## config.mk

```make
export PLATFORM = sky130hd
export DESIGN_NAME = i2c_scl_gen
export DESIGN_NICKNAME = d
export VERILOG_FILES = /design/src/rtl/i2c_pkg.sv /design/src/rtl/i2c_sync.sv /design/src/rtl/i2c_scl_gen.sv
export SDC_FILE = /design/constraint.sdc
export NUM_CORES = 1
export LEC_CHECK = 0
export CAP_MARGIN = 10
export CORE_MARGIN = 2
export CORE_UTILIZATION = 30
export DETAILED_ROUTE_END_ITERATION = 6
export SLEW_MARGIN = 0
export SYNTH_ARGS = -nofsm -noshare
export SYNTH_HDL_FRONTEND = slang
export SYNTH_HIERARCHICAL = 1
export SYNTH_SLANG_ARGS = --single-unit
```

## constraint.sdc

```tcl
create_clock -name clk -period 4.63 [get_ports clk]
set_clock_uncertainty 0.05 [all_clocks]
set_input_delay 1.1575 -clock clk [delete_from_list [all_inputs] [get_ports clk]]
set_output_delay 1.1575 -clock clk [all_outputs]
set_load 0.01 [all_outputs]
```

## src/rtl/i2c_pkg.sv

```systemverilog
// Shared types and helpers for the I2C SCL generator: quarter-period phase
// encoding and per-quarter output decode.
package i2c_pkg;

  typedef enum logic [1:0] {
    PH_LO_D0 = 2'd0,
    PH_LO_D1 = 2'd1,
    PH_HI_D1 = 2'd2,
    PH_HI_D0 = 2'd3
  } phase_t;

  localparam int unsigned NUM_QUARTERS = 4;

  function automatic logic phase_scl_low(input phase_t ph);
    return (ph == PH_LO_D0) || (ph == PH_LO_D1);
  endfunction

  function automatic logic phase_data_clk(input phase_t ph);
    return (ph == PH_LO_D1) || (ph == PH_HI_D1);
  endfunction

endpackage

```

## src/rtl/i2c_sync.sv

```systemverilog
// N-stage synchroniser for an asynchronous single-bit input, with a
// selectable reset value so an idle-high bus line resets to its idle level.
module i2c_sync #(
  parameter int unsigned STAGES    = 2,
  parameter logic        RESET_VAL = 1'b1
) (
  input  logic clk,
  input  logic rst,
  input  logic d_i,
  output logic q_o
);

  logic [STAGES-1:0] sync_q;

  // Shift chain: bit 0 samples the raw input, the top bit is the safe output.
  always_ff @(posedge clk) begin
    if (rst) begin
      sync_q <= {STAGES{RESET_VAL}};
    end else begin
      sync_q <= {sync_q[STAGES-2:0], d_i};
    end
  end

  assign q_o = sync_q[STAGES-1];

endmodule

```

## src/rtl/i2c_scl_gen.sv

```systemverilog
// I2C master SCL generator: four-quarter period counter, open-drain SCL enable,
// slave clock-stretch freeze at the high-quarter sample point, and stretch timeout.
module i2c_scl_gen
  import i2c_pkg::*;
#(
  parameter int unsigned DIVIDER     = 250,
  parameter int unsigned SYNC_STAGES = 2,
  parameter int unsigned TIMEOUT_CYC = 0
) (
  input  logic   clk,
  input  logic   rst,
  input  logic   en,
  input  logic   scl_in,
  input  logic   clr_timeout,
  output logic   scl_oe,
  output logic   data_clk,
  output phase_t phase,
  output logic   tick,
  output logic   stretching,
  output logic   busy,
  output logic   timeout
);

  localparam int unsigned CBITS = $clog2(NUM_QUARTERS * DIVIDER);
  localparam int unsigned TBITS = (TIMEOUT_CYC > 0) ? $clog2(TIMEOUT_CYC + 1) : 1;
  localparam bit          TO_EN = (TIMEOUT_CYC > 0);

  localparam logic [CBITS-1:0] CNT_LAST   = CBITS'(NUM_QUARTERS * DIVIDER - 1);
  localparam logic [CBITS-1:0] CNT_DIV    = CBITS'(DIVIDER);
  // Sample point sits SYNC_STAGES into the high quarter so the synchroniser
  // has flushed the level from before SCL was released.
  localparam logic [CBITS-1:0] CNT_SAMPLE = CBITS'(2 * DIVIDER + SYNC_STAGES);
  localparam logic [TBITS-1:0] STR_LIMIT  = TO_EN ? TBITS'(TIMEOUT_CYC - 1) : '0;

  logic [CBITS-1:0] cnt_q, cnt_d;
  logic             run_q, run_d;
  logic             to_q, to_d;
  logic [TBITS-1:0] scnt_q, scnt_d;

  logic             scl_s;
  logic             freeze_s;
  logic [CBITS-1:0] quot_s;
  phase_t           phase_s;

  i2c_sync #(
    .STAGES   (SYNC_STAGES),
    .RESET_VAL(1'b1)
  ) u_scl_sync (
    .clk(clk),
    .rst(rst),
    .d_i(scl_in),
    .q_o(scl_s)
  );

  assign freeze_s = run_q && (cnt_q == CNT_SAMPLE) && !scl_s;
  assign quot_s   = cnt_q / CNT_DIV;
  assign phase_s  = phase_t'(quot_s[1:0]);

  // Next-state for period counter, run flag, stretch counter and sticky timeout.
  always_comb begin
    cnt_d  = cnt_q;
    run_d  = run_q;
    scnt_d = scnt_q;
    if (clr_timeout) begin
      to_d = 1'b0;
    end else begin
      to_d = to_q;
    end

    if (!run_q) begin
      cnt_d  = '0;
      scnt_d = '0;
      if (en && !to_q) begin
        run_d = 1'b1;
      end else begin
        run_d = 1'b0;
      end
    end else if (freeze_s) begin
      if (TO_EN && (scnt_q == STR_LIMIT)) begin
        to_d   = 1'b1;
        run_d  = 1'b0;
        cnt_d  = '0;
        scnt_d = '0;
      end else begin
        scnt_d = TO_EN ? (scnt_q + TBITS'(1)) : '0;
      end
    end else begin
      scnt_d = '0;
      if (cnt_q == CNT_LAST) begin
        cnt_d = '0;
        run_d = en;
      end else begin
        cnt_d = cnt_q + CBITS'(1);
        run_d = 1'b1;
      end
    end
  end

  // State registers.
  always_ff @(posedge clk) begin
    if (rst) begin
      cnt_q  <= '0;
      run_q  <= 1'b0;
      to_q   <= 1'b0;
      scnt_q <= '0;
    end else begin
      cnt_q  <= cnt_d;
      run_q  <= run_d;
      to_q   <= to_d;
      scnt_q <= scnt_d;
    end
  end

  // The freeze point is never a quarter boundary, so tick cannot repeat while frozen.
  assign scl_oe     = run_q & phase_scl_low(phase_s);
  assign data_clk   = run_q & phase_data_clk(phase_s);
  assign phase      = phase_s;
  assign tick       = run_q & (cnt_q % CNT_DIV == '0);
  assign stretching = freeze_s;
  assign busy       = run_q;
  assign timeout    = to_q;

endmodule

```

==> impl_metrics.csv, run 1 <==
group,metric,value,unit
status,status,"finished clean",
synthesis,synth_nets,148,
floorplanning,rows,21,
grt,grt_pass1_vias,1064,
worst_setup_path,cpLargestDelayFamily,"compound AO/OA/AOI/OAI gates",
synthesis,synth-seq-cells,13,
grt,grt_pass1_wl,4730,um
placement,routabilityCongestion,0.884,
sta,rsz0062_at_grt,"false",
final_layout,syn_to_final_growth,19.5,%
worst_setup_path,cp-end-kind,"output port",
grt,antenna_found_initial,0,
sta,final_hold_viol_count,0,
drt,ant_nets,0,
cts,clk_pin_slew,70,ps
worst_setup_path,cp.depth,10,
sta,fmax,0.225,GHz
cts,clockRootBuffer,"clkbuf_4",
synthesis,synth_area,1070,um2
final_layout,mostFrequentLayoutCells,"nor2_1, nand2_1, dfxtp_1, clkdlybuf4s50_1",
sta,timing.final.crit_share,95.8,%
power_and_ir_drop,p_leak,0.000413,uW
worst_setup_path,ff2ff_setup_slack,2290,ps
floorplanning,die_h,63.6,um
final_layout,drive_above_1_share,13.2,%
sta,slew_violations,0,
floorplanning,die-area,4050,um2
drt,first_iter_violations,43,
worst_setup_path,worstSetupEndpoint,"data_clk",
worst_setup_path,worstPathArrival,3230,ps
worst_setup_path,r2r_end,"cnt_q[7]$_SDFFE_PP0N_",
final_layout,n_antenna_cell,0,
sta,setup_viol,0,
cts,clk-insertion-delay-late,270,ps
cts,clock_tree.buffer_depth,2,
worst_setup_path,timing.rr.start,"cnt_q[0]$_SDFFE_PP0N_",
floorplanning,ios,13,
drt,viasPerCell,5.37,
synthesis,seq_area_frac_synth,24.4,%
power_and_ir_drop,power_switching_share,23.1,%
power_and_ir_drop,power.share.clock,33.3,%
worst_setup_path,slowest_delay,540,ps
drt,vias,1063,
hold_path,hp-class,"reg -> reg",
floorplanning,start_util,31.5,%
worst_setup_path,critPathLaunchType,"flop",
sta,max-slew-margin-rel,61.8,%
sta,fin_crit,4440,ps
worst_setup_path,critPathKind,"reg -> out",
synthesis,synth_edf_count,0,
grt,grt_max_degree,13,
power_and_ir_drop,peakVddDrop,129,uV
synthesis,synth_area_per_cell,7.79,um2
sta,hold_slack,364,ps
cts,cts_max_level,1,
sta,tightest_slew,567,ps
worst_setup_path,worst_path_max_delay_cell,"clkdlybuf4s50_1",
worst_setup_path,path_max_fanout,7,
power_and_ir_drop,pwr-share-comb,9.9,%
placement,portBuffers,10,
worst_setup_path,crit_chain,"inv_1, ha_1, or4_1, a21o_1, a31oi_2, buf_4, o211ai_1, a41o_1, o21ai_1, clkdlybuf4s50_1",
synthesis,async_flop_share,0,%
drt,wl_per_cell,13.4,um
worst_setup_path,cp_data_required_time,3420,ps
synthesis,synthCells,137,
synthesis,netlist-cell-type-count,49,
sta,fin_tns_setup,0,ps
power_and_ir_drop,pwr-share-seq,56.8,%
cts,cts_buffers,3,
worst_setup_path,rr_worst_depth,9,
grt,overflow,0,
drt,drc,0,
placement,hpwl,2030,um
synthesis,synthFlopType,"dfxtp_1",
final_layout,final_common_cell,"nor2_1",
power_and_ir_drop,switchingPower,47.3,uW
floorplanning,core-area,3390,um2
drt,totalWireLength,2650,um
synthesis,ys.warnings.count,6,
grt,track_usage,14.6,%
job,cap_violations,0,
cts,cts_tree,"yes",
worst_setup_path,critPathBufInv,3,
worst_setup_path,startpoint,"cnt_q[4]$_SDFFE_PP0N_",
power_and_ir_drop,power_density,161,nW/um2
final_layout,nets,164,
cts,clock_sink_count,13,
power_and_ir_drop,internal-power,158,uW
drt,dr.pass1.iters,4,
floorplanning,fp.dieW,63.6,um
-- cells in the mapped netlist (3+ instances only) --
cell type,n,share of area [%]
nand2_1,11,3.9
xnor2_1,7,5.7
nor2_1,16,5.6
dfxtp_1,13,24
inv_1,8,2.8
mux2i_1,3,2.8
ha_1,6,7.0
nor4_1,3,1.8
nand3_1,4,1.9
o21ai_0,9,4.2
a21oi_1,6,2.8
-- repair_timing --
| action | CTS | global route |
|---|---|---|
| pin swaps | 0 | 0 |
| hold buffers | 0 | 0 |
| gates resized for setup | 2 | 5 |
| gates cloned | 0 | 0 |
| setup endpoints to repair | 1 | 1 |
| setup buffers | 0 | 0 |
-- per-stage QoR --
| step | power (uW) | instance area, um2 | instances | setup slack, ps | utilization [%] |
|---|---|---|---|---|---|
| 4_1_cts | 212 | 1270 | 198 | 82.4 | 37.4 |
| 2_1_floorplan | 131 | 1070 | 137 | 612 | - |
| 6_report | 205 | 1270 | 198 | 192 | 37.6 |
| 3_3_place_gp | 140 | 1240 | 194 | 283 | 36.7 |
| 3_5_place_dp | 141 | 1240 | 194 | 247 | 36.7 |
| 5_1_grt | 221 | 1270 | 198 | 21.3 | 37.6 |
-- cell families after synthesis --
family | count (synthesis) | share of synthesized area (%)
xor+xnor | 8 | 6.57
other cells | 1 | 0.351
compound gates | 39 | 26.1
flops | 13 | 24.4
mux | 4 | 3.87
fa+ha+maj | 6 | 7.03
buf+inv | 13 | 5.04
simple gates | 53 | 26.6
-- power by group through the flow --
stage          clock network (uW)  logic, uW  registers, uW
3_5_place_dp                    0       21.1            120
3_3_place_gp                    0       20.7            120
5_1_grt                      80.5       23.0            117
4_1_cts                      74.4       20.5            117
6_report                     68.2       20.2            116
2_1_floorplan                   0       11.6            119
-- worst min-delay path by stage --
| stage | from | to | slack (ps) | depth (start not counted) |
|---|---|---|---|---|
| floorplan | u_scl_sync/sync_q[0]$_SDFF_PP1_ | u_scl_sync/sync_q[1]$_SDFF_PP1_ | 330 | 1 |
| global placement | u_scl_sync/sync_q[0]$_SDFF_PP1_ | u_scl_sync/sync_q[1]$_SDFF_PP1_ | 340 | 1 |
| detailed placement | u_scl_sync/sync_q[0]$_SDFF_PP1_ | u_scl_sync/sync_q[1]$_SDFF_PP1_ | 350 | 1 |
| finish | u_scl_sync/sync_q[0]$_SDFF_PP1_ | u_scl_sync/sync_q[1]$_SDFF_PP1_ | 360 | 1 |
| CTS | u_scl_sync/sync_q[0]$_SDFF_PP1_ | u_scl_sync/sync_q[1]$_SDFF_PP1_ | 370 | 1 |
| global route | u_scl_sync/sync_q[0]$_SDFF_PP1_ | u_scl_sync/sync_q[1]$_SDFF_PP1_ | 380 | 1 |
-- metal layers --
metal / up-vias / share of wire, % / GRT usage [%]
li1: 532 / - / -
met1: 496 / 46 / 16.6
met2: 31 / 50 / 26.4
met3: 4 / 3.6 / 2.14
met4: 0 / 0.94 / 6.52
met5: - / 0 / 0
-- registers in the layout, summed over array words and instances (netlist names) --
signal,count
busy,1
cnt_q,10
u_scl_sync/sync_q,2
-- area by class of cell --
| cell class | count | area, um2 |
|---|---|---|
| fillers | 369 | 2110 |
| well taps | 46 | 57.6 |
| repair buffers | 15 | 136 |
| clock buffers | 4 | 26.3 |
| multi-input cells | 111 | 753 |
| flip-flops and latches | 13 | 268 |
| inverters | 9 | 33.8 |
(Power assumes the default switching activity.)
==> run 2: changes to the inputs <==
GPL_TIMING_DRIVEN = 1   (was default)
==> results of run 2 <==
Final layout, timing and power as in run 1 (identical DEF).
==> run 3: changes to the inputs <==
CORE_UTILIZATION = 45   (was 30)
PLACE_DENSITY = 0.67   (was default)
==> run 3 against run 2 <==
- sequential power about the same
- hold slack got worse by 8.3 ps
- worst setup slack gained 7.9 ps
==> impl_metrics.csv, run 3 (synthesis results as in run 1) <==
group,metric,value,unit
status,status,"finished clean",
job,cap_violations,0,
drt,drc,0,
floorplanning,core-area,2230,um2
cts,postCtsHoldBufs,0,
worst_setup_path,worstPathArrival,3220,ps
drt,ant_nets,0,
final_layout,drive_above_1_share,11.3,%
final_layout,n_antenna_cell,0,
power_and_ir_drop,peakVddDrop,160,uV
drt,dr.pass1.iters,4,
placement,hpwl,1920,um
sta,rsz0062_at_grt,"false",
worst_setup_path,ff2ff_setup_slack,2170,ps
drt,wl_met3,78,um
floorplanning,die_h,52.7,um
sta,fmax,0.226,GHz
placement,dp_cells,175,
drt,vias,1033,
floorplanning,start_util,47.8,%
cts,clock_tree.buffer_depth,2,
placement,place_ws,296,ps
final_layout,n_fill_cell,222,
worst_setup_path,cp_data_required_time,3420,ps
cts,clock_sink_count,13,
cts,clk_pin_slew,80,ps
worst_setup_path,critPathKind,"reg -> out",
final_layout,mostFrequentLayoutCells,"nor2_1, nand2_1, dfxtp_1, clkdlybuf4s50_1, inv_1",
worst_setup_path,critPathLaunchType,"flop",
floorplanning,ios,13,
final_layout,final_common_cell,"nor2_1",
grt,antenna_found_initial,0,
sta,timing.final.crit_share,95.7,%
power_and_ir_drop,p_leak,0.000418,uW
floorplanning,rows,17,
cts,clk-insertion-delay-late,280,ps
cts,cts_tree,"yes",
placement,portBuffers,10,
worst_setup_path,worstSetupEndpoint,"data_clk",
floorplanning,die-area,2780,um2
final_layout,largest_register_ffs,10,
floorplanning,fp.dieW,52.7,um
final_layout,nets,163,
grt,grt_max_degree,13,
sta,fin_tns_setup,0,ps
sta,max-slew-margin-rel,57.5,%
cts,cts_buffers,3,
sta,tightest_slew,632,ps
grt,overflow,0,
drt,viasPerCell,5.77,
worst_setup_path,timing.rr.start,"cnt_q[0]$_SDFFE_PP0N_",
power_and_ir_drop,finalPower,209,uW
worst_setup_path,worst_path_max_delay_cell,"clkdlybuf4s50_1",
power_and_ir_drop,power_density,168,nW/um2
worst_setup_path,r2r_end,"cnt_q[7]$_SDFFE_PP0N_",
final_layout,fin_cells,179,
drt,wl_met1,1200,um
worst_setup_path,path_max_fanout,9,
placement,routabilityCongestion,0.890,
worst_setup_path,slowest_delay,540,ps
cts,clockRootBuffer,"clkbuf_4",
drt,totalWireLength,2460,um
final_layout,fin_util,55.7,%
sta,fin_crit,4430,ps
hold_path,hp-class,"reg -> reg",
worst_setup_path,crit_chain,"nand4_4, or3_2, a22o_1, o311ai_0, o211ai_1, a41o_1, o21ai_1, clkdlybuf4s50_1",
grt,grt_pass1_vias,929,
sta,setup_viol,0,
grt,track_usage,20.5,%
sta,setup_slack,200,ps
sta,slew_violations,0,
final_layout,top_register,"cnt_q",
cts,cts_max_level,1,
drt,highest_layer,"met4",
worst_setup_path,rr_worst_depth,9,
drt,wl_met2,1130,um
final_layout,syn_to_final_growth,16.5,%
grt,grt_pass1_wl,4150,um
drt,first_iter_violations,21,
drt,wl_per_cell,13.7,um
worst_setup_path,startpoint,"cnt_q[9]$_SDFFE_PP0N_",
sta,final_hold_viol_count,0,
worst_setup_path,cp-end-kind,"output port",
run 3: cell types whose count changed in the layout (fill, tap and decap cells not counted):
cell,before,now
dfxtp_4,1,0
dlygate4sd2_1,1,0
dlymetal6s2s_1,0,1
buf_4,5,4
o21ai_0,8,7
dfxtp_1,9,11
o21ai_1,3,4
dfxtp_2,3,2
run 3: layer usage:
layer / track usage (%) / vias up
met4: 8.97 / 0
met1: 27.9 / 472
met3: 1.71 / 5
li1: - / 530
met5: 0 / -
met2: 32.7 / 26
run 3: stage by stage:
step / area (um2) / hold slack [ps]
6_report: 1240 / 355
5_1_grt: 1240 / 374
4_1_cts: 1240 / 356
3_5_place_dp: 1210 / 337
3_3_place_gp: 1210 / 338
2_1_floorplan: 1070 / 333
run 3: worst min path at each step:
stage                                    start                               to  slack [ps]  cells after the start
2_1_floorplan  u_scl_sync/sync_q[0]$_SDFF_PP1_  u_scl_sync/sync_q[1]$_SDFF_PP1_         330                      1
3_3_place_gp   u_scl_sync/sync_q[0]$_SDFF_PP1_  u_scl_sync/sync_q[1]$_SDFF_PP1_         340                      1
3_5_place_dp   u_scl_sync/sync_q[0]$_SDFF_PP1_  u_scl_sync/sync_q[1]$_SDFF_PP1_         340                      1
4_1_cts        u_scl_sync/sync_q[0]$_SDFF_PP1_  u_scl_sync/sync_q[1]$_SDFF_PP1_         360                      1
5_1_grt        u_scl_sync/sync_q[0]$_SDFF_PP1_  u_scl_sync/sync_q[1]$_SDFF_PP1_         370                      1
6_report       u_scl_sync/sync_q[0]$_SDFF_PP1_  u_scl_sync/sync_q[1]$_SDFF_PP1_         360                      1
run 3: final cells by class:
type	instances	area, um2	share of cell area [%]
Multi-Input combinational cell	111	753	60.6
Sequential cell	13	263	21.1
Timing Repair Buffer	14	133	10.7
Tap cell	28	35.0	2.82
Inverter	9	33.8	2.72
Clock buffer	4	26.3	2.11
run 3: critical path, delay by kind of cell (launching register included):
family / cells / cell delay [ps]
AOI/OAI and AO/OA: 5 / 1210
buffers and inverters: 1 / 540
DFF: 1 / 500
and+or+nand+nor: 2 / 690
run 3: power breakdown:
part	internal [uW]	total, uW	switching [uW]
sequential	114	117	2.88
combinational	11.0	20.4	9.41
clock	33.5	71.2	37.7
total	159	209	50.0
run 3: repair_timing:
action / in CTS / in global routing
setup buffers: 0 / 0
resized for setup: 1 / 4
setup endpoints to repair: 1 / 2
